[src/rtl/fp_dec_format_if.sv]
// Handshake and data bundle for the binary-to-BCD result formatter.
interface fp_dec_format_if;
  logic        in_valid;
  logic        in_ready;
  logic        sign_in;
  logic [4:0]  nguyen;
  logic [19:0] le;
  logic [8:0]  lt;
  logic        out_valid;
  logic        out_ready;
  logic        sign_out;
  logic [7:0]  int_bcd;
  logic [27:0] frac_bcd;
  logic [11:0] exp_bcd;
  logic        busy;

  modport master (
    output in_valid, sign_in, nguyen, le, lt, out_ready,
    input  in_ready, out_valid, sign_out, int_bcd, frac_bcd, exp_bcd, busy
  );
  modport slave (
    input  in_valid, sign_in, nguyen, le, lt, out_ready,
    output in_ready, out_valid, sign_out, int_bcd, frac_bcd, exp_bcd, busy
  );
endinterface

[src/rtl/fp_dec_format.sv]
// Sequential shift-add-3 conversion of fraction, integer and exponent to BCD.
// FP_DEC_EXP_EN enables the exponent conversion stage; otherwise exp_bcd is 0.
module fp_dec_format (
  input logic            CLK,
  input logic            RST,
  fp_dec_format_if.slave bus
);
  typedef enum logic [2:0] {
    IDLE, CONV_LE, CONV_INT,
`ifdef FP_DEC_EXP_EN
    CONV_EXP,
`endif
    DONE
  } state_t;

  function automatic logic [3:0] adj(input logic [3:0] d);
    return (d >= 4'd5) ? d + 4'd3 : d;
  endfunction

  state_t      state_q, state_d;
  logic [4:0]  cnt_q, cnt_d;
  logic        sign_q, sign_d;
  logic [4:0]  ng_q, ng_d;
  logic [19:0] le_q, le_d;
  logic [27:0] le_w_q, le_w_d, le_adj;
  logic [7:0]  int_w_q, int_w_d, int_adj;
  logic        out_valid_q, out_valid_d;
  logic        busy_q, busy_d;
  logic        sign_out_q, sign_out_d;
  logic [7:0]  int_bcd_q, int_bcd_d;
  logic [27:0] frac_bcd_q, frac_bcd_d;
  logic [11:0] exp_bcd_q, exp_bcd_d;
`ifdef FP_DEC_EXP_EN
  logic [8:0]  lt_q, lt_d;
  logic [11:0] exp_w_q, exp_w_d, exp_adj;
`endif

  always_comb begin
    state_d    = state_q;
    cnt_d      = cnt_q;
    sign_d     = sign_q;
    ng_d       = ng_q;
    le_d       = le_q;
    le_w_d     = le_w_q;
    int_w_d    = int_w_q;
    sign_out_d = sign_out_q;
    int_bcd_d  = int_bcd_q;
    frac_bcd_d = frac_bcd_q;
    exp_bcd_d  = exp_bcd_q;
    le_adj     = '0;
    int_adj    = '0;
    for (int i = 0; i < 7; i++) le_adj[4*i +: 4] = adj(le_w_q[4*i +: 4]);
    for (int i = 0; i < 2; i++) int_adj[4*i +: 4] = adj(int_w_q[4*i +: 4]);
`ifdef FP_DEC_EXP_EN
    lt_d    = lt_q;
    exp_w_d = exp_w_q;
    exp_adj = '0;
    for (int i = 0; i < 3; i++) exp_adj[4*i +: 4] = adj(exp_w_q[4*i +: 4]);
`endif

    // Operand bits are consumed MSB first: the down-counter doubles as bit index.
    case (state_q)
      IDLE: if (bus.in_valid) begin
        sign_d  = bus.sign_in;
        ng_d    = bus.nguyen;
        le_d    = bus.le;
        le_w_d  = '0;
        int_w_d = '0;
`ifdef FP_DEC_EXP_EN
        lt_d    = bus.lt;
        exp_w_d = '0;
`endif
        cnt_d   = 5'd19;
        state_d = CONV_LE;
      end
      CONV_LE: begin
        le_w_d = (le_adj << 1) | 28'(le_q[cnt_q]);
        if (cnt_q == 5'd0) begin
          state_d = CONV_INT;
          cnt_d   = 5'd4;
        end else cnt_d = cnt_q - 5'd1;
      end
      CONV_INT: begin
        int_w_d = (int_adj << 1) | 8'(ng_q[cnt_q[2:0]]);
        if (cnt_q == 5'd0) begin
`ifdef FP_DEC_EXP_EN
          state_d = CONV_EXP;
          cnt_d   = 5'd8;
`else
          state_d = DONE;
          cnt_d   = 5'd0;
`endif
        end else cnt_d = cnt_q - 5'd1;
      end
`ifdef FP_DEC_EXP_EN
      CONV_EXP: begin
        exp_w_d = (exp_adj << 1) | 12'(lt_q[cnt_q[3:0]]);
        if (cnt_q == 5'd0) state_d = DONE;
        else cnt_d = cnt_q - 5'd1;
      end
`endif
      DONE: if (bus.out_ready) state_d = IDLE;
      default: state_d = IDLE;
    endcase

    // Results are captured from the final-step values so DONE shows them at once.
    if (state_d == DONE && state_q != DONE) begin
      sign_out_d = sign_q;
      int_bcd_d  = int_w_d;
      frac_bcd_d = le_w_d;
`ifdef FP_DEC_EXP_EN
      exp_bcd_d  = exp_w_d;
`else
      exp_bcd_d  = '0;
`endif
    end

    out_valid_d = (state_d == DONE);
    busy_d      = (state_d != IDLE) && (state_d != DONE);
  end

  always_ff @(posedge CLK or negedge RST) begin
    if (!RST) begin
      state_q     <= IDLE;
      cnt_q       <= '0;
      sign_q      <= 1'b0;
      ng_q        <= '0;
      le_q        <= '0;
      le_w_q      <= '0;
      int_w_q     <= '0;
      out_valid_q <= 1'b0;
      busy_q      <= 1'b0;
      sign_out_q  <= 1'b0;
      int_bcd_q   <= '0;
      frac_bcd_q  <= '0;
      exp_bcd_q   <= '0;
`ifdef FP_DEC_EXP_EN
      lt_q        <= '0;
      exp_w_q     <= '0;
`endif
    end else begin
      state_q     <= state_d;
      cnt_q       <= cnt_d;
      sign_q      <= sign_d;
      ng_q        <= ng_d;
      le_q        <= le_d;
      le_w_q      <= le_w_d;
      int_w_q     <= int_w_d;
      out_valid_q <= out_valid_d;
      busy_q      <= busy_d;
      sign_out_q  <= sign_out_d;
      int_bcd_q   <= int_bcd_d;
      frac_bcd_q  <= frac_bcd_d;
      exp_bcd_q   <= exp_bcd_d;
`ifdef FP_DEC_EXP_EN
      lt_q        <= lt_d;
      exp_w_q     <= exp_w_d;
`endif
    end
  end

  assign bus.in_ready  = (state_q == IDLE);
  assign bus.out_valid = out_valid_q;
  assign bus.busy      = busy_q;
  assign bus.sign_out  = sign_out_q;
  assign bus.int_bcd   = int_bcd_q;
  assign bus.frac_bcd  = frac_bcd_q;
`ifdef FP_DEC_EXP_EN
  assign bus.exp_bcd   = exp_bcd_q;
`else
  assign bus.exp_bcd   = 12'd0;
`endif
endmodule
[src/flat_wrapper.sv]
// flat-port wrapper written by rule: the top's interface ports become plain ports
module fp_dec_format_flat 
  (CLK, RST, bus_in_valid, bus_sign_in, bus_nguyen, bus_le, bus_lt, bus_out_ready, bus_in_ready, bus_out_valid, bus_sign_out, bus_int_bcd, bus_frac_bcd, bus_exp_bcd, bus_busy);
  fp_dec_format_if bus_i ();
  input logic CLK;
  input logic RST;
  input wire logic [$bits(bus_i.in_valid)-1:0] bus_in_valid;
  input wire logic [$bits(bus_i.sign_in)-1:0] bus_sign_in;
  input wire logic [$bits(bus_i.nguyen)-1:0] bus_nguyen;
  input wire logic [$bits(bus_i.le)-1:0] bus_le;
  input wire logic [$bits(bus_i.lt)-1:0] bus_lt;
  input wire logic [$bits(bus_i.out_ready)-1:0] bus_out_ready;
  output wire logic [$bits(bus_i.in_ready)-1:0] bus_in_ready;
  output wire logic [$bits(bus_i.out_valid)-1:0] bus_out_valid;
  output wire logic [$bits(bus_i.sign_out)-1:0] bus_sign_out;
  output wire logic [$bits(bus_i.int_bcd)-1:0] bus_int_bcd;
  output wire logic [$bits(bus_i.frac_bcd)-1:0] bus_frac_bcd;
  output wire logic [$bits(bus_i.exp_bcd)-1:0] bus_exp_bcd;
  output wire logic [$bits(bus_i.busy)-1:0] bus_busy;
  assign bus_i.in_valid = bus_in_valid;
  assign bus_i.sign_in = bus_sign_in;
  assign bus_i.nguyen = bus_nguyen;
  assign bus_i.le = bus_le;
  assign bus_i.lt = bus_lt;
  assign bus_i.out_ready = bus_out_ready;
  assign bus_in_ready = bus_i.in_ready;
  assign bus_out_valid = bus_i.out_valid;
  assign bus_sign_out = bus_i.sign_out;
  assign bus_int_bcd = bus_i.int_bcd;
  assign bus_frac_bcd = bus_i.frac_bcd;
  assign bus_exp_bcd = bus_i.exp_bcd;
  assign bus_busy = bus_i.busy;
  fp_dec_format u_core (.CLK(CLK), .RST(RST), .bus(bus_i));
endmodule
[config.mk]
export PLATFORM = sky130hd
export DESIGN_NAME = fp_dec_format_flat
export DESIGN_NICKNAME = d
export VERILOG_FILES = /design/src/rtl/fp_dec_format_if.sv /design/src/rtl/fp_dec_format.sv /design/src/flat_wrapper.sv
export SDC_FILE = /design/constraint.sdc
export NUM_CORES = 1
export LEC_CHECK = 0
export BUFFER_PORTS_ARGS = -buffer_cell sky130_fd_sc_hd__buf_2
export CAP_MARGIN = 20
export CORE_AREA = 2 2 127 129
export DETAILED_ROUTE_END_ITERATION = 16
export DIE_AREA = 0 0 129 131
export PLACE_DENSITY_LB_ADDON = 0.15
export SETUP_SLACK_MARGIN = 0.2
export SLEW_MARGIN = 10
export SYNTH_ARGS = -nofsm -noshare
export SYNTH_HDL_FRONTEND = slang
export SYNTH_SLANG_ARGS = --single-unit
[constraint.sdc]
create_clock -name CLK -period 3 [get_ports CLK]
set_input_delay 0.3 -clock CLK [delete_from_list [all_inputs] [get_ports CLK]]
set_output_delay 0.3 -clock CLK [all_outputs]
set_load 0.02 [all_outputs]
# Yosys cells after proc, flatten, opt, wreduce, memory -nomap -nowiden
# Index checks and enable logic that the tools add are counted.
[totals]
regBits = 109
wordCells = 76
inputBits = 39
output_inout_bits = 52
[classes]
n_mux = 26
n_reduce_logical = 8
addsub = 10
order_cmp = 11
bitwise_logic = 2
n_eq_ne = 7
[ops]
columns = ["cell", "n"]
rows = [
  ["28-bit one-hot mux with 2 select lines", 1],
  ["4-bit by 3-bit >= comparator with 1-bit output, second input constant", 9],
  ["4-bit by 2-bit adder with 4-bit output, second input constant", 7],
  ["28-bit two-way mux", 1],
  ["4-bit two-way mux", 7],
  ["28-bit by 1-bit OR with 28-bit output", 1],
  ["3-bit two-way mux", 6],
  ["8-bit one-hot mux with 2 select lines", 1],
  ["5-bit two-way mux", 3],
  ["5-bit one-hot mux with 3 select lines", 1],
  ["3-bit one-hot mux with 4 select lines", 1],
  ["3-bit by 2-bit equality test with 1-bit output, second input constant", 3],
  ["8-bit two-way mux", 1],
  ["8-bit by 1-bit OR with 8-bit output", 1],
  ["3-bit by 2-bit adder with 3-bit output, second input constant", 2],
  ["5-bit by 6-bit less-than comparator with 1-bit output, second input constant", 1],
  ["3-bit by 2-bit inequality test with 1-bit output, second input constant", 2],
  ["3-bit nonzero test", 2],
  ["1-bit binary-select mux with 5-bit select", 1],
  ["5-bit zero test", 1],
  ["5-bit by 1-bit subtractor with 5-bit output, second input constant", 1],
  ["3-bit by 4-bit less-than comparator with 1-bit output, second input constant", 1],
  ["2-bit AND reduction", 2],
  ["1-bit binary-select mux with 3-bit select", 1],
  ["5 further kinds", 7],
]

# Logic depth before layout (Yosys ltp)
[logic_depth]
word_depth = 5
ltp_mapped = 8
ltp_nobuf = 7

# Worst setup path after synthesis
# No wires, ideal clock.
[synth_path]
path_kind = "reg2reg"
start = "register u_core.state_q[0]"
end = "register u_core.frac_bcd_q[10] (netlist: u_core.bus.frac_bcd[10])"
path_buffers = 3
required_time_ns = 2.875
arrival_time_ns = 1.943
setup_ns = 0.125
synth_period_minus_slack_ns = 2.068
stages_incl_launch_ff = 8
path_slack_ns = 0.932
path_cell_list = "dfrtp_1 -> buf_4 -> nor3_1 -> and2_1 -> clkbuf_1 -> buf_4 -> o2bb2ai_1 -> mux2_2"
[synth_between]
elab_cells_between_ends = 13
classes_between = "eq/ne (5); mux (6); reduce/logical (2)"
[synth_lines]
columns = ["item", "line", "rtl"]
rows = [
  ["from (decl)", "fp_dec_format.sv:20", "state_t state_q, state_d;"],
  ["from (signal assigned)", "fp_dec_format.sv:142", "state_q <= state_d;"],
  ["3-bit zero test", "--", ""],
  ["net bus_in_ready", "flat_wrapper.sv:13", "output wire logic [$bits(bus_i.in_ready)-1:0] bus_in_ready;"],
  ["28-bit one-hot mux with 2 select lines", "fp_dec_format.sv:62", "case (state_q)"],
  ["net u_core.le_w_d[10]", "fp_dec_format.sv:25", "logic [27:0] le_w_q, le_w_d, le_adj;"],
  ["to (signal assigned)", "fp_dec_format.sv:153", "frac_bcd_q <= frac_bcd_d;"],
  ["to (decl)", "fp_dec_format.sv:31", "logic [27:0] frac_bcd_q, frac_bcd_d;"],
]
# The timed path passes the listed nets, and every way through them passes these cells.
# A chain may end at the register's enable or synchronous reset.

# Final worst setup path
[layout_path]
start = "register u_core.state_q[1]"
end = "register u_core.frac_bcd_q[3] (netlist: u_core.bus.frac_bcd[3])"
[layout_between]
elab_cells_between_ends = 13
classes_between = "eq/ne (5); mux (6); reduce/logical (2)"
[layout_lines]
columns = ["item", "line"]
rows = [
  ["3-bit by 1-bit equality test with 1-bit output or 3-bit zero test (tied branches)", "fp_dec_format.sv:62"],
  ["28-bit one-hot mux with 2 select lines *", "fp_dec_format.sv:62"],
  ["net u_core.le_w_d[3]", "fp_dec_format.sv:25"],
]
# The timed path passes the listed nets; every way through them passes the cells marked *.

==> impl_results.md <==
* Placed insts at 757
* Switching share of power at 27.3%
* First-pass GRT wire length at 18700 um
* Clk Latency, worst-skew pair at 350 ps
* Worst path max stage delay at 680 ps
* Detailed Routing Iterations Pass 1 at 4
* Met2 global-route usage at 24.2%
* Vias in the first global route at 3739
* Setup crit start: u_core.state_q[1]
* Adder-cell share of the synthesized area at approximately 4.5%
* Die height at 131 um
* Routed length per instance at between 10 and 15 um
* Net Switching at 1.05 mW
* Capture point of the worst path: u_core.bus.frac_bcd[3]
* ANT nets after route at 0
* Drc violations at 0
* Number of vias per cell at 4.73
* CP Max Fanout at 18
* Die area at 16900 um2
* Final non-filler cell total at 774
* Seq pwr share at 45.8%
* Internal power at approximately 2.8 mW
* Cell area after synthesis at 5330 um2
* Cell count of the worst reg-to-reg path at 5
* M1 GR Usage at between 10% and 20%
* Final Max Slew Viols at 0
* Layout cells sized above 1 at 26.9%
* Antenna fix cells at 0
* Initial antenna violation count at 0
* Reg clk slew, reported paths at 70 ps
* Run status: finished, final reports clean
* Worst path depth at 5
* I/O Pins at 91
* Starting Density at 34.2%
* DR vias at between 3000 and 4000
* GPL Wtd Cong at 0.781
* Most frequent cells in the layout: dfrtp_1 (109), nand2_1 (95), buf_2 (68), mux2_2 (36), inv_1 (21)
* Final setup fails at 0
* Largest family of logic cells by synthesized area: simple AND/OR/NAND/NOR gates
* Die width at 129 um
* # rows at 46
* DRT iter0 DRCs at 230
* Main flop type after synthesis: dfrtp_1
* P per Cell Area at 617 nW/um2
* Crit end category: flop
* R2r startpoint: u_core.state_q[1]
* Final Hold Fails at 0
* Core area at 15600 um2
* Post-synthesis instance total at 485
* Design Area, Final at 6220 um2
* Clock sinks at roughly 110
* Bufs and invs on worst path at 1
* Worst slew pin tran at between 700 and 800 ps
* Maximum clock insertion buffer count at 2
* Grt peak-use layer: met2
* Crit path DAT at 2500 ps
* PortBufs at between 60 and 70
* CTS tree: done
* Clk network pwr share at 37.7%
* Synth Area in Compound Gates at 11.1%
* Resize count post-CTS at 0
* Tightest Hold Check Type: in2reg
* CP top delay family: simple AND/OR/NAND/NOR gates
* Area grow syn2layout at 16.8%
* R2R setup slack at 790 ps
* Worst Path Required at about 3300 ps
* Yosys warning count at 0
* H-tree depth at 3
* Largest net degree at the start of global routing at 39
* GR Layer Usage met3 at 4.80%
* R2R Path End: u_core.bus.frac_bcd[3]
* Hold Path Stages at 3
* Post-synthesis mux area share at 12.0%
* Post-synthesis async set-or-reset flop share at 100%
* Detailed placer's ending HPWL at 7730 um
* Rel. slew slack at 50.3%
* Placed cell areas at 5850 um2
* Register area share after synthesis at between 50% and 60%
* Inserted Clock Buffers at 9
* Tcrit/Tclk final at 73.6%
* Comb pwr share at 16.5%
* RSZ-0062 raised after global routing: no
* Total Routing Usage GR at 14.3%
* Fmax at roughly 450 MHz
* EDFF count, synth at 0
* Netlist cell types at 47
* Setup crit start kind: flop
* CP max-delay cell: or3b_1
* Root buffer cell: clkbuf_16
* Period minus WS final at 2210 ps
* Worst path cell trace: or3b_1, buf_4, o31ai_1, a32o_1, mux2_2
* P_leak at 2.88 nW
* Peak supply drop at 0.341 mV
* Mean Syn Cell Area at between 10 and 15 um2
* MaxCap Viol Count at 0
* Worst clock skew at 7.57 ps
* Simple-Gate Fraction of Synth Area at 12.8%
* Final global-route overflow total at 0
* Post-Synth XOR/XNOR Area at under 10%
* Setup TNS at 0 ps
* Drt total wl at 11100 um
* Commonest non-fill, non-tap cell in the layout: dfrtp_1
* Fin nets at 611
* Seq cells post-synth at 109
* CP Class: reg2reg
logic make-up after synthesis:
logic type / Yosys count
compound gates: 82
fa+ha+maj: 19
mux: 53
simple gates: 147
xor+xnor: 16
other cells: 1
buf+inv: 58
flops: 109
sequential cells by signal, indices dropped and copies added (netlist names), 3 cells and up:
signal,cells
u_core.bus.frac_bcd,28
u_core.bus.int_bcd,8
u_core.cnt_q,5
u_core.int_w_q,8
u_core.le_q,20
u_core.le_w_q,28
u_core.ng_q,5
u_core.state_q,3
worst min-delay path by stage:
stage / start / slack [ps] / endpoint
final: bus_le[5] / 130 / u_core.le_q[5]
after global routing: bus_le[14] / 120 / u_core.le_q[14]
after CTS: bus_sign_in / 120 / u_core.sign_q
after detailed placement: RST / 300 / u_core.le_w_q[15]
after global placement: RST / 300 / u_core.le_w_q[16]
after floorplan: RST / 4 / u_core.bus.busy
stage by stage:
stage / setup slack [ps] / hold WS [ps] / utilization, % / power [mW]
2_1_floorplan: 932 / 4.41 / - / 2.24
3_3_place_gp: 853 / 301 / 37.5 / 2.41
3_5_place_dp: 773 / 301 / 37.5 / 2.43
4_1_cts: 749 / 115 / 39.9 / 3.91
5_1_grt: 662 / 125 / 39.9 / 4.06
6_report: 792 / 132 / 39.9 / 3.84
cell type report:
class | instances | area (um2)
multi-input cells | 330 | 2340
clock buffers | 9 | 225
inverters | 21 | 78.8
well taps | 216 | 270
clock inverters | 7 | 138
flip-flops and latches | 109 | 2730
repair buffers | 82 | 448
fillers | 1549 | 9370
metal layers:
layer | vias up | share of wire, %
li1 | 1788 | -
met1 | 1793 | 45
met2 | 68 | 50
met3 | 13 | 4.1
met4 | 0 | 1.1
met5 | - | 0
cells in the mapped netlist (all sizes together) (2+ instances only):
cell type	instances	area share (%)
a21o	3	0.42
a22o	3	0.49
nand2b	10	1.2
nor3	4	0.38
buf	32	4.0
mux2i	12	2.3
inv	21	1.5
xnor2	10	1.6
nand2	97	7.2
mux4	5	2.1
nand3	15	1.4
nor2	9	0.63
a211oi	2	0.28
xor2	6	0.99
ha	19	4.5
a32o	9	1.7
mux2	36	7.6
o2bb2ai	8	1.3
nor3b	3	0.52
o21ai	22	2.1
clkbuf	5	0.35
a21oi	15	1.4
or4b	2	0.45
o31ai	13	2.3
and2	2	0.23
dfrtp	109	51
power by group through the flow:
stage	Combinational, mW	Sequential (mW)	Clock (mW)
4_1_cts	0.646	1.76	1.50
5_1_grt	0.721	1.78	1.55
3_3_place_gp	0.628	1.78	0
3_5_place_dp	0.642	1.79	0
2_1_floorplan	0.513	1.73	0
6_report	0.633	1.76	1.45
repair_timing:
action                                  4_1_cts  5_1_grt
endpoints found under the hold margin        35        0
endpoints found under the setup margin        0        0
setup buffers                                 0        0
hold buffers                                  1        0
worst reg2reg max path: stages, from the launching register on:
cell,delay (ps)
dfrtp_1,530
or3b_1,680
buf_4,320
o31ai_1,260
a32o_1,210
mux2_2,150
No activity file was read; power rests on OpenSTA's default activity.
